**config.mk**
```make
export PLATFORM = sky130hd
export DESIGN_NAME = time_keeper
export DESIGN_NICKNAME = d
export VERILOG_FILES = /design/src/rtl/time_keeper.sv
export SDC_FILE = /design/constraint.sdc
export NUM_CORES = 1
export LEC_CHECK = 0
export ABC_AREA = 1
export BUFFER_PORTS_ARGS = -buffer_cell sky130_fd_sc_hd__buf_4
export CAP_MARGIN = 10
export CORE_AREA = 8 8 135 137
export DETAILED_ROUTE_END_ITERATION = 10
export DIE_AREA = 0 0 143 145
export SLEW_MARGIN = 15
export SYNTH_ARGS = -nofsm -noshare
export SYNTH_HDL_FRONTEND = slang
export SYNTH_SLANG_ARGS = --single-unit
```
**constraint.sdc**
```tcl
create_clock -name clk -period 2.3 [get_ports clk]
set_input_delay 0.46 -clock clk [delete_from_list [all_inputs] [get_ports clk]]
set_output_delay 0.46 -clock clk [all_outputs]
set_load 0.02 [all_outputs]
```
**src/rtl/time_keeper.sv**
```systemverilog
// BCD 24-hour timekeeping core: 1 Hz prescaler, HH:MM:SS counter, alarm time
// registers, set-mode increments and the self-clearing alarm ring output.
module time_keeper #(
  parameter int TICK_DIV  = 50_000_000,
  parameter int RING_SECS = 60
) (
  input  logic       clk,
  input  logic       rst_n,
  input  logic [1:0] set_mode,
  input  logic       sel_field,
  input  logic       inc_pulse,
  input  logic       stop_pulse,
  input  logic       alarm_en,
  output logic [7:0] clockHour,
  output logic [7:0] clockMin,
  output logic [7:0] clockSec,
  output logic [7:0] alarmHour,
  output logic [7:0] alarmMin,
  output logic       alarm_ring
);

  localparam int            PW       = $clog2(TICK_DIV);
  localparam logic [PW-1:0] PRE_MAX  = PW'(TICK_DIV - 1);
  localparam logic [7:0]    RING_LIM = 8'(RING_SECS);

  localparam logic [1:0] MODE_SET_CLK = 2'b01;
  localparam logic [1:0] MODE_SET_ALM = 2'b10;

  // BCD 00..59 increment with wrap
  function automatic logic [7:0] inc60(input logic [7:0] v);
    logic [7:0] r;
    if (v[3:0] == 4'd9) begin
      if (v[7:4] == 4'd5) r = 8'h00;
      else                r = {v[7:4] + 4'd1, 4'd0};
    end else begin
      r = {v[7:4], v[3:0] + 4'd1};
    end
    return r;
  endfunction

  // BCD 00..23 increment with wrap
  function automatic logic [7:0] inc24(input logic [7:0] v);
    logic [7:0] r;
    if (v == 8'h23)          r = 8'h00;
    else if (v[3:0] == 4'd9) r = {v[7:4] + 4'd1, 4'd0};
    else                     r = {v[7:4], v[3:0] + 4'd1};
    return r;
  endfunction

  logic [PW-1:0] pre;
  logic          tick;
  logic          tick_d;
  logic [7:0]    ring_cnt;
  logic          set_clk;
  logic          set_alm;
  logic          ring_start;
  logic          ring_clr;

  assign tick    = (pre == PRE_MAX);
  assign set_clk = (set_mode == MODE_SET_CLK);
  assign set_alm = (set_mode == MODE_SET_ALM);

  always_ff @(posedge clk or negedge rst_n) begin
    if (!rst_n) begin
      pre    <= '0;
      tick_d <= 1'b0;
    end else begin
      tick_d <= tick;
      if (set_clk || tick) pre <= '0;
      else                 pre <= pre + PW'(1);
    end
  end

  // Time of day: set-clock mode freezes seconds at 00 and edits one field
  always_ff @(posedge clk or negedge rst_n) begin
    if (!rst_n) begin
      clockHour <= 8'h00;
      clockMin  <= 8'h00;
      clockSec  <= 8'h00;
    end else if (set_clk) begin
      clockSec <= 8'h00;
      if (inc_pulse) begin
        if (sel_field) clockHour <= inc24(clockHour);
        else           clockMin  <= inc60(clockMin);
      end
    end else if (tick) begin
      clockSec <= inc60(clockSec);
      if (clockSec == 8'h59) begin
        clockMin <= inc60(clockMin);
        if (clockMin == 8'h59) clockHour <= inc24(clockHour);
      end
    end
  end

  always_ff @(posedge clk or negedge rst_n) begin
    if (!rst_n) begin
      alarmHour <= 8'h00;
      alarmMin  <= 8'h00;
    end else if (set_alm && inc_pulse) begin
      if (sel_field) alarmHour <= inc24(alarmHour);
      else           alarmMin  <= inc60(alarmMin);
    end
  end

  // Compare one cycle after the tick so the freshly updated time is used
  assign ring_start = tick_d && !set_clk && alarm_en &&
                      (clockHour == alarmHour) && (clockMin == alarmMin) &&
                      (clockSec == 8'h00);
  assign ring_clr   = stop_pulse || !alarm_en || set_clk;

  always_ff @(posedge clk or negedge rst_n) begin
    if (!rst_n) begin
      alarm_ring <= 1'b0;
      ring_cnt   <= 8'h00;
    end else if (ring_clr) begin
      alarm_ring <= 1'b0;
    end else if (ring_start) begin
      alarm_ring <= 1'b1;
      ring_cnt   <= 8'h00;
    end else if (alarm_ring && tick) begin
      ring_cnt <= ring_cnt + 8'd1;
      if (ring_cnt + 8'd1 == RING_LIM) alarm_ring <= 1'b0;
    end
  end

endmodule

```
==> results.cfg <==
[clock_tree]
cts_max_path_buffers = 2
worst_skew_pair.late_latency_ns = 0.34
root_buffer = clkbuf_16
h-tree-depth = 3
tritoncts = done
cts_sinks = 76
path_clk_slew_ns = 0.06
numCtsBuffers = 9
post_cts_resized = 0
post-cts-setup-buffers = 0
holdBufCountCts = 0

[pwr]
ir_worst_vdd_mv = 0.486
power_density_mw_per_mm2 = 851
p_leak_nw = 2.69

[place]
place_ws_ns = 0.296
place_area_mm2 = 0.00534
finalWeightedCongestion = 0.834
port_buffers = 48
place_inst = 894
dpl.hpwl_um = 8930

[yosys]
syn_nets = 651
yosys.area.top_type_share_pct = 40.3
async_flop_share_pct = 100
netlist_area_mm2 = 0.00472
netlist_top_cells_area = dfrtp_1 40%, nand2_1 12%, inv_1 6.5%, nor2_1 6.4%, xor2_1 4.5%
synth_xor_area_share_pct = 5.01
yosysWarnings = 0
yosysTopAreaCell = dfrtp_1
syn_inst = 627
synth_fa_ha_area_share_pct = 4.24
synth_top_family_by_area = simple AND/OR/NAND/NOR gates
synth_seq_cells = 76
synth_compound_area_share_pct = 7.26
ys_seq_area_share_pct = 40.3
synthMuxAreaShare_pct = 0
synth_enable_flop_cells = 0
synthDistinctLibCells = 39
synthSimpleGateAreaFrac_pct = 34.6
synthFlopType = dfrtp_1
syn_area_per_cell_um2 = 7.53

[floorplan]
start_util_pct = 29.2
rows = 47
fp.dieH_um = 145
io-pin-count = 49
coreArea_mm2 = 0.0162
dieWidth_um = 143
die_area_mm2 = 0.0207

[layout]
diodes = 0
nFillCells = 1707
drive_above_1_share_pct = 16.2
final_area_mm2 = 0.00566
regArea_mm2 = 0.00190
final_nets = 709
area_delta_synth_final_pct = 19.8
fin_cells = 910
multiInputGateArea_mm2 = 0.00241

[sta]
tightest_slew_ns = 0.486
drv_slew = 0
slew_headroom_pct = 67.6
hold_violations = 0
fin_crit_sh_pct = 87.5
max_freq_mhz = 497
finalClockSkew_ns = 0.00840
setup_viol = 0
period_needed_ns = 2.01
rsz0062_at_grt = no
holdWs_ns = 0.0466
tns_ns = 0
worst_slack_ns = 0.288

[worst_setup_path]
worst-r2r-cell-count = 11
criticalPathCategory = flop to flop
critPathLaunchType = flop
r2r_slack_ns = 0.29
r2r-end = clockHour[4]
critPathMaxFanout = 26
reg2reg_from = pre[0]
arrival_ns = 2.29
cp-end-kind = flop
worstPathRequired_ns = 2.58

[drt]
detail-route-antenna-nets = 0
wl_um = 11700
vias = 4074
drt-vias-per-instance = 4.48
wl_per_cell_um = 12.8
drc = 0
drtIter0Drc = 303
first_pass_iters = 5

[run_status]
status = finished clean

[run]
maxCapViolCount = 0

[global_routing]
grt_max_degree = 49
grt_pass1_vias = 3997
grt_overflow = 0
globalRouteTotalUtil_pct = 11.7
grt_pass1_wl_um = 19800
antenna_found_initial = 0

[hold_path]
worst_hold_path_type = input pin to async pin
-- metal layers --
layer	track usage [%]	wire [µm]	up-vias
met5	0	0	-
met4	4.20	83	0
met3	2.79	516	8
met2	18.1	5380	78
met1	15.5	5710	1868
li1	-	-	2120
-- placed cells by master, fill, tap and decap left out, types with 3 or more instances in the layout --
master       n
buf_4       53
nand4_1     26
o21ai_1      7
nor2_1      81
nand2_4      3
nand2_2      4
o21ai_2      9
dfrtp_1     76
ha_1        16
nand3_1     35
inv_1       82
o21ai_0     18
clkbuf_8     3
nand3_4      3
a21oi_1     14
nand2_1    157
nor2_2       7
nor3_1      24
clkbuf_16    9
inv_2        8
xnor2_1      3
xor2_1      24
-- worst max path at each step --
stage | startpoint | to | slack [ns]
after global routing | pre[0] | clockHour[4] | 0.06
after CTS | pre[0] | clockHour[5] | 0.29
final | pre[0] | clockHour[4] | 0.29
after global placement | pre[0] | clockHour[5] | 0.33
after floorplan | clockSec[0] | ring_cnt[2] | 0.56
after detailed placement | pre[0] | clockHour[5] | 0.30
-- synthesized netlist by cell type (8+ instances only) --
master and count:
dfrtp_1 76, o21ai_0 18, a21oi_1 14, nand2_1 157, o21ai_2 9, inv_1 82, ha_1 16, nor3_1 24
nand4_1 26, nor2_1 81, xor2_1 24, nand3_1 35, inv_2 8
-- worst max-delay path, cell delays in order (launching register included) --
cell and delay, ns:
dfrtp_1 0.40, ha_1 0.26, nand2_2 0.08, inv_2 0.08, nand3_4 0.08, nor2_4 0.10, nand3_2 0.15, nand2_4 0.30
nand3_2 0.22, nor2_2 0.17, nand2_1 0.06, nand2_1 0.05
-- logic make-up (layout without fill, tap and decap cells) --
group / Yosys count / after routing
simple gates: 354 / 354
buf+inv: 97 / 160
flops: 76 / 76
compound gates: 57 / 57
xor+xnor: 27 / 27
fa+ha+maj: 16 / 16
-- flip-flops by register name, indices dropped and copies added (netlist names) --
| name | count |
|---|---|
| alarm_ring | 1 |
| clockMin | 8 |
| alarmHour | 8 |
| clockSec | 8 |
| clockHour | 8 |
| alarmMin | 8 |
| tick_d | 1 |
| ring_cnt | 8 |
| pre | 26 |
-- final cells by class --
cell class	count	area share [%]
Clock inverter	3	0.774
Clock buffer	13	4.78
Timing Repair Buffer	54	7.39
Multi-Input combinational cell	454	42.6
Tap cell	220	4.87
Sequential cell	76	33.6
Inverter	90	5.97
-- report_power, final --
group | internal [W] | switching, W | total, W
Clock | 0.000930 | 0.000558 | 0.00149
Sequential | 0.00156 | 0.000323 | 0.00188
Combinational | 0.000574 | 0.000870 | 0.00144
Total | 0.00306 | 0.00175 | 0.00481
-- per-stage QoR --
stage,total power (W),util (%)
final,0.00481,35.0
after global routing,0.00512,35.0
after CTS,0.00489,35.0
after detailed placement,0.00337,33.0
after global placement,0.00337,33.0
after floorplan,0.00276,-
No activity file was read; power rests on OpenSTA's default activity.
